===== src/rtl/hbm_bench_pkg.sv =====
// Shared AXI encodings and state type for the HBM benchmark traffic engines.
package hbm_bench_pkg;

    localparam logic [1:0] AXI_BURST_INCR = 2'b01;
    localparam logic [2:0] AXI_SIZE_32B   = 3'd5;

    typedef enum logic [1:0] {
        StIdle = 2'd0,
        StRun  = 2'd1,
        StDone = 2'd2
    } rd_state_t;

endpackage


===== src/rtl/hbm_rd_engine.sv =====
// AXI3 read-traffic master: issues strided read bursts, drains every R beat and
// accumulates run statistics for one HBM pseudo-channel.
module hbm_rd_engine
    import hbm_bench_pkg::*;
#(
    parameter int unsigned ADDR_WIDTH      = 33,
    parameter int unsigned DATA_WIDTH      = 256,
    parameter int unsigned ID_WIDTH        = 6,
    parameter int unsigned MAX_OUTSTANDING = 16
) (
    input  logic                  clk,
    input  logic                  arstn,
    input  logic                  start,
    input  logic [ADDR_WIDTH-1:0] cfg_base_addr,
    input  logic [31:0]           cfg_stride,
    input  logic [ADDR_WIDTH-1:0] cfg_addr_mask,
    input  logic [31:0]           cfg_num_ops,
    input  logic [3:0]            cfg_burst_len,
    output logic                  busy,
    output logic                  done,
    output logic [63:0]           stat_cycles,
    output logic [31:0]           stat_beats,
    output logic [31:0]           stat_first_lat,
    output logic [31:0]           stat_resp_err,
    output logic                  stat_len_err,
    output logic [ADDR_WIDTH-1:0] araddr,
    output logic [3:0]            arlen,
    output logic [2:0]            arsize,
    output logic [1:0]            arburst,
    output logic [ID_WIDTH-1:0]   arid,
    output logic                  arvalid,
    input  logic                  arready,
    input  logic [DATA_WIDTH-1:0] rdata,
    input  logic [ID_WIDTH-1:0]   rid,
    input  logic [1:0]            rresp,
    input  logic                  rlast,
    input  logic                  rvalid,
    output logic                  rready
);

    localparam int unsigned     OutW   = $clog2(MAX_OUTSTANDING) + 1;
    localparam logic [OutW-1:0] MaxOut = OutW'(MAX_OUTSTANDING);

    rd_state_t             state_q, state_d;
    logic [ADDR_WIDTH-1:0] base_q, base_d;
    logic [31:0]           stride_q, stride_d;
    logic [ADDR_WIDTH-1:0] mask_q, mask_d;
    logic [31:0]           num_ops_q, num_ops_d;
    logic [3:0]            len_q, len_d;
    logic [ADDR_WIDTH-1:0] offset_q, offset_d;
    logic [31:0]           issued_q, issued_d;
    logic [OutW-1:0]       outstanding_q, outstanding_d;
    logic [3:0]            beat_cnt_q, beat_cnt_d;
    logic                  first_ar_q, first_ar_d;
    logic                  lat_run_q, lat_run_d;
    logic [63:0]           cycles_q, cycles_d;
    logic [31:0]           beats_q, beats_d;
    logic [31:0]           first_lat_q, first_lat_d;
    logic [31:0]           resp_err_q, resp_err_d;
    logic                  len_err_q, len_err_d;

    logic ar_hs;
    logic r_hs;
    logic run;

    // Read payload is only counted, never inspected.
    logic unused_rd;
    assign unused_rd = ^{rdata, rid};

    assign run     = (state_q == StRun);
    assign arvalid = run && (issued_q < num_ops_q) && (outstanding_q < MaxOut);
    assign araddr  = run ? base_q + (offset_q & mask_q) : '0;
    assign arlen   = run ? len_q : 4'd0;
    assign arsize  = run ? AXI_SIZE_32B : 3'd0;
    assign arburst = run ? AXI_BURST_INCR : 2'd0;
    assign arid    = '0;
    assign rready  = run;
    assign busy    = run;
    assign done    = (state_q == StDone);

    assign ar_hs = arvalid && arready;
    assign r_hs  = rready && rvalid;

    assign stat_cycles    = cycles_q;
    assign stat_beats     = beats_q;
    assign stat_first_lat = first_lat_q;
    assign stat_resp_err  = resp_err_q;
    assign stat_len_err   = len_err_q;

    always_comb begin
        state_d       = state_q;
        base_d        = base_q;
        stride_d      = stride_q;
        mask_d        = mask_q;
        num_ops_d     = num_ops_q;
        len_d         = len_q;
        offset_d      = offset_q;
        issued_d      = issued_q;
        outstanding_d = outstanding_q;
        beat_cnt_d    = beat_cnt_q;
        first_ar_d    = first_ar_q;
        lat_run_d     = lat_run_q;
        cycles_d      = cycles_q;
        beats_d       = beats_q;
        first_lat_d   = first_lat_q;
        resp_err_d    = resp_err_q;
        len_err_d     = len_err_q;

        unique case (state_q)
            StIdle: begin
                if (start) begin
                    base_d        = cfg_base_addr;
                    stride_d      = cfg_stride;
                    mask_d        = cfg_addr_mask;
                    num_ops_d     = cfg_num_ops;
                    len_d         = cfg_burst_len;
                    offset_d      = '0;
                    issued_d      = '0;
                    outstanding_d = '0;
                    beat_cnt_d    = '0;
                    first_ar_d    = 1'b0;
                    lat_run_d     = 1'b0;
                    cycles_d      = '0;
                    beats_d       = '0;
                    first_lat_d   = '0;
                    resp_err_d    = '0;
                    len_err_d     = 1'b0;
                    state_d       = StRun;
                end
            end
            StRun: begin
                cycles_d = cycles_q + 64'd1;
                if (ar_hs) begin
                    issued_d = issued_q + 32'd1;
                    offset_d = offset_q + ADDR_WIDTH'(stride_q);
                    if (!first_ar_q) begin
                        first_ar_d = 1'b1;
                        lat_run_d  = 1'b1;
                    end
                end
                // Latency counts the cycles after the first AR up to and including the first R.
                if (lat_run_q) begin
                    first_lat_d = first_lat_q + 32'd1;
                    if (r_hs) begin
                        lat_run_d = 1'b0;
                    end
                end
                if (r_hs) begin
                    beats_d    = beats_q + 32'd1;
                    beat_cnt_d = rlast ? 4'd0 : beat_cnt_q + 4'd1;
                    if (rresp != 2'b00) begin
                        resp_err_d = resp_err_q + 32'd1;
                    end
                    if (rlast != (beat_cnt_q == len_q)) begin
                        len_err_d = 1'b1;
                    end
                end
                if (ar_hs && !(r_hs && rlast)) begin
                    outstanding_d = outstanding_q + OutW'(1);
                end else if (!ar_hs && r_hs && rlast && (outstanding_q != '0)) begin
                    outstanding_d = outstanding_q - OutW'(1);
                end
                if ((issued_q == num_ops_q) && (outstanding_q == '0)) begin
                    state_d = StDone;
                end
            end
            StDone: begin
                state_d = StIdle;
            end
            default: begin
                state_d = StIdle;
            end
        endcase
    end

    always_ff @(posedge clk) begin
        if (!arstn) begin
            state_q       <= StIdle;
            base_q        <= '0;
            stride_q      <= '0;
            mask_q        <= '0;
            num_ops_q     <= '0;
            len_q         <= '0;
            offset_q      <= '0;
            issued_q      <= '0;
            outstanding_q <= '0;
            beat_cnt_q    <= '0;
            first_ar_q    <= 1'b0;
            lat_run_q     <= 1'b0;
            cycles_q      <= '0;
            beats_q       <= '0;
            first_lat_q   <= '0;
            resp_err_q    <= '0;
            len_err_q     <= 1'b0;
        end else begin
            state_q       <= state_d;
            base_q        <= base_d;
            stride_q      <= stride_d;
            mask_q        <= mask_d;
            num_ops_q     <= num_ops_d;
            len_q         <= len_d;
            offset_q      <= offset_d;
            issued_q      <= issued_d;
            outstanding_q <= outstanding_d;
            beat_cnt_q    <= beat_cnt_d;
            first_ar_q    <= first_ar_d;
            lat_run_q     <= lat_run_d;
            cycles_q      <= cycles_d;
            beats_q       <= beats_d;
            first_lat_q   <= first_lat_d;
            resp_err_q    <= resp_err_d;
            len_err_q     <= len_err_d;
        end
    end

endmodule


===== config.mk =====
export PLATFORM = sky130hd
export DESIGN_NAME = hbm_rd_engine
export DESIGN_NICKNAME = d
export VERILOG_FILES = /design/src/rtl/hbm_bench_pkg.sv /design/src/rtl/hbm_rd_engine.sv
export SDC_FILE = /design/constraint.sdc
export NUM_CORES = 1
export LEC_CHECK = 0
export ABC_AREA = 1
export CAP_MARGIN = 20
export CORE_AREA = 2 2 240 242
export CTS_CLUSTER_SIZE = 10
export DETAILED_ROUTE_END_ITERATION = 16
export DIE_AREA = 0 0 242 244
export PLACE_DENSITY = 0.67
export SYNTH_ARGS = -nofsm -noshare
export SYNTH_HDL_FRONTEND = slang
export SYNTH_SLANG_ARGS = --single-unit

===== constraint.sdc =====
create_clock -name clk -period 4.1 [get_ports clk]
set_input_delay 1.23 -clock clk [delete_from_list [all_inputs] [get_ports clk]]
set_output_delay 1.23 -clock clk [all_outputs]
set_load 0.01 [all_outputs]

After elaboration in Yosys (flattened, before gate mapping)

Index checks and enable logic that the tools add are counted.

Output and inout port bits: 213
Register bits: 373
Logic and storage cells: 110
Bits of input ports: 404

Add/subtract/negate cells: 10
$lt $le $gt $ge: 2
Equal/unequal tests: 13
Reductions and logical operators: 26
Bitwise gates (word level): 1
Muxes and demuxes: 41

Operators with widths:

| operator              | number |
|---|---|
| $pmux 32 s2           | 4 |
| $mux 32               | 6 |
| $add 32x1->32 const B | 4 |
| $pmux 64 s2           | 1 |
| $mux 33               | 3 |
| $pmux 33 s2           | 1 |
| $add 64x1->64 const B | 1 |
| $mux 64               | 1 |
| $add 33x32->33        | 1 |
| $add 33x33->33        | 1 |
| $and 33x33->33        | 1 |
| $eq 32x32->1          | 1 |
| $lt 32x32->1          | 1 |
| $mux 4                | 4 |
| $mux 5                | 3 |
| $ne 2x1->1 const B    | 6 |
| $reduce_and 3->1      | 4 |
| $logic_and 1x1->1     | 10 |
| $pmux 5 s2            | 1 |
| $mux 1                | 9 |
| $pmux 4 s2            | 1 |
| $reduce_and 4->1      | 2 |
| $pmux 1 s2            | 3 |
| $reduce_and 2->1      | 3 |
| 18 further kinds      | 21 |

Depth between registers and ports, before layout

Depth after elaboration: 11
Gate-level depth with buffers: 21
Depth with buffers taken out: 20

Least setup slack after synthesis

No wires, ideal clock.

Path type: reg-to-output
From: register offset_q[0]
To: output port araddr[24]
Buffers on the path: 0
Setup slack: 0.777 ns
Data required time: 2.870 ns
Arrival: 2.093 ns
Cell stages (with the launch flop): 20
Cells stage by stage: dfxtp_1 -> nand2_1 -> inv_1 -> ha_1 -> fa_1 -> nand2_1 -> nand2_1 -> o21ai_0 -> o21ai_1 -> inv_1 -> o21ai_1 -> nand2_1 -> nand2_1 -> nand2_1 -> nand2_1 -> nand2_1 -> nand2_1 -> nand2_1 -> nand2_1 -> nor2_1

Longest elaborated chain between the ends: 3

Ends and longest elaborated chain:

| what                     | line                 | source |
|---|---|---|
| start: declaration       | hbm_rd_engine.sv:50  | `logic [ADDR_WIDTH-1:0] offset_q, offset_d;` |
| start signal: assignment | hbm_rd_engine.sv:202 | `offset_q <= offset_d;` |
| $and 33x33->33           | hbm_rd_engine.sv:72  | `assign araddr = run ? base_q + (offset_q & mask_q) : '0;` |
| $add 33x33->33           | hbm_rd_engine.sv:72  |  |
| $mux 33                  | hbm_rd_engine.sv:72  |  |
| end: declaration         | hbm_rd_engine.sv:26  | `output logic [ADDR_WIDTH-1:0] araddr,` |

Every way passes these cells.

Worst setup path in the final report

From: register offset_q[0]
To: output port araddr[22]

Same word-level chain as after synthesis.

==> reports/metrics.csv <==
metric,value,unit
postSynth.asyncResetShare,0,%
critical_path.endpoint_type,output pin,
dieArea,59000,sq um
worst_r2r_startpoint,issued_q[23],
seq_area_frac_synth,34.2,%
synth_cells,3296,
total_power_after_layout,0.00925,W
drt-initial-drc-count,1503,
netlist.top_cell.by_area,sky130_fd_sc_hd__dfxtp_1,
worst_slack,48.9,ps
num_io_pins,617,
holdWs,454,ps
synth_top_cell_area_share,34.2,%
hold_vio_cnt_final,0,
status,finished clean,
place_worst_setup_slack,-53.9,ps
pwr_density_cell,332,nW/um^2
timing.reg2reg.setup_slack,1160,ps
cts.reportedPaths.clkPinSlew,60,ps
worst_clock_skew,17.5,ps
synth.top_cells.by_area,"sky130_fd_sc_hd__dfxtp_1 34%, sky130_fd_sc_hd__nand2_1 10%, sky130_fd_sc_hd__nor2_1 9.3%",
placedInstanceArea,26100,sq um
antenna_found_initial,1,
maximum_fanout_along_the_worst_path,4,
gate_family_responsible_for_the_most_delay_along_the_worst_path,adder cells,
rsz0062_at_grt,true,
overflow,0,
largest_net_degree_at_the_start_of_global_routing,102,
synth-main-ff-cell,sky130_fd_sc_hd__dfxtp_1,
crit_path_cell_trace,"nand2_2, inv_2, ha_4, fa_2, nand2_1, nand2_1, o21ai_2, o21ai_2, nand2_1, nand2_2, a21oi_2, inv_2, a21oi_2, xor2_1, nor2_1, buf_2",
tritoncts,done,
die_w,242,um
cts-htree-levels,2,
maxCapViolations,0,
via_count,22700,
clkSinkCount,373,
synth_enable_flop_cells,0,
grt_pass1_vias,20700,
crit_slowest_cell,sky130_fd_sc_hd__fa_2,
timing.hold.worst_path_depth,2,
fp.dieH,244,um
postRouteAntennaNets,0,
totalNegativeSetupSlack,0,ps
num_rows,87,
wl,71000,um
maxSlewViolCount,0,
fraction_of_layout_cells_with_a_size_suffix_above_1,7.35,%
synthesis.area,21900,sq um
peakVddDrop,0.269,mV
start_util,38.9,%
syn_to_final_growth,27.6,%
floorplan.core_area,56200,sq um
hold_class,reg2reg,
multiInputGateArea,12900,sq um
post-route-drc-count,0,
port_buffers,346,
nFillCells,5759,
worst_hold_startpoint,stat_len_err,
post-route-min-period,4050,ps
startpoint_type,flop,
cts_buffer_depth,3,
tritoncts.num_buffers,46,
period_share,98.8,%
dr.pass1.iters,7,
syn-mean-instance-area,6.63,sq um
seq_area,7480,sq um
timing.critical_path.slowest_cell_delay,360,ps
ctsRootBufferMaster,sky130_fd_sc_hd__clkbuf_16,
min_to,stat_len_err,
worstReg2RegEnd,issued_q[5],
viasPerCell,5.16,
postSynthRegisterBits,373,
synth.lib_cells_used.distinct,63,
worst-endpoint-required,2870,ps
grt_first_pass_wirelength,111000,um
crit_path_frequent_cell,sky130_fd_sc_hd__nand2_1,
number_of_warnings_reported_in_the_yosys_synthesis_log,0,
post-route-cell-area,27900,sq um
final_nets,4137,
detail_route.wl_per_cell,16.1,um
crit_type,reg2out,
most_common_cell_after_layout_fill_and_taps_aside,sky130_fd_sc_hd__nand2_1,
layout.cells.most_common_list,"583 x sky130_fd_sc_hd__nand2_1, 533 x sky130_fd_sc_hd__nor2_1, 365 x sky130_fd_sc_hd__dfxtp_1",
place.gp.congestion,0.908,
track_usage,23.1,%
p_leak,10.8,nW
timing.reg2reg.worst_path_depth,16,
critical_path.n_buffers_inverters,3,
maxSlewHeadroom,39.5,%
hpwl,52700,um
setup_violations,0,
clock_insertion_delay_worst_skew,580,ps
max_freq,247,MHz
worstMarginPinSlew,908,ps
worstPathArrival,2820,ps
==> synth_stat cells (all sizes together), types with 12 or more instances <==
master	instances
a21o	12
a21oi	319
buf	33
clkbuf	82
dfxtp	373
ha	105
inv	363
nand2	608
nand3	133
nand4	89
nor2	561
nor3	101
nor4	33
o21ai	321
xor2	28
==> power breakdown <==
part | total (W) | internal (W) | switching [W]
sequential | 0.00391 | 0.00380 | 0.000116
combinational | 0.00138 | 0.000529 | 0.000852
clock | 0.00396 | 0.00237 | 0.00159
==> cell type report <==
class                           instances  area share, %
Timing Repair Buffer                  389           13.4
Inverter                              364           4.91
Clock buffer                           62           4.67
Clock inverter                          5          0.372
Tap cell                              756           3.39
Multi-Input combinational cell       2451           46.4
Sequential cell                       373           26.8
Antenna cell                            1        0.00898
==> worst max path at each step <==
stage | startpoint | endpoint | slack, ps | cells past startpoint
floorplan | offset_q[0] | araddr[24] | 780 | 19
global placement | mask_q[0] | araddr[24] | -50 | 19
detailed placement | offset_q[0] | araddr[24] | -50 | 19
CTS | mask_q[0] | araddr[24] | -40 | 19
global route | offset_q[0] | araddr[22] | -120 | 16
finish | offset_q[0] | araddr[22] | 50 | 16
==> kinds of logic (layout without fill, tap and decap cells) <==
kind of cell,count (synthesis),in the layout,synth area share (%)
xor+xnor,37,37,1.48
simple gates,1561,1561,31.4
other cells,1,9,0.0172
buf+inv,479,820,8.54
flops,373,373,34.2
fa+ha+maj,108,108,6.29
compound gates,737,737,18.1
==> what timing repair did <==
action                                  4_1_cts  5_1_grt
setup buffers                                 1        6
hold buffers                                  0        0
resized for setup                            93       71
endpoints found under the setup margin       25       24
pin swaps                                     6       20
==> routing by layer <==
metal | wire length [um] | GRT usage [%]
met1 | 32300 | 30.9
met2 | 32500 | 38.0
met3 | 4000 | 3.58
met4 | 2140 | 7.99
met5 | 0 | 0
==> through the flow <==
stage	std cells	utilization [%]
detailed placement	4327	46.5
floorplan	3303	-
global route	4401	49.6
CTS	4395	49.2
finish	4401	49.6
global placement	4327	46.5
==> tightest hold or removal path: cells and delay by family, from the launching register on <==
family | cells | cell delay (ps)
flip-flops | 1 | 300
AO/OA/AOI/OAI | 1 | 50
buffers and inverters | 1 | 40
==> state kept, by name (all words and copies together), names as in the netlist, 4 cells and up <==
signal and count:
stat_beats 32, stat_first_lat 32, num_ops_q 32, stride_q 32, mask_q 33, stat_cycles 64, stat_resp_err 32, offset_q 33
outstanding_q 5, base_q 33, len_q 4, beat_cnt_q 4, issued_q 32
(Power assumes the default switching activity.)
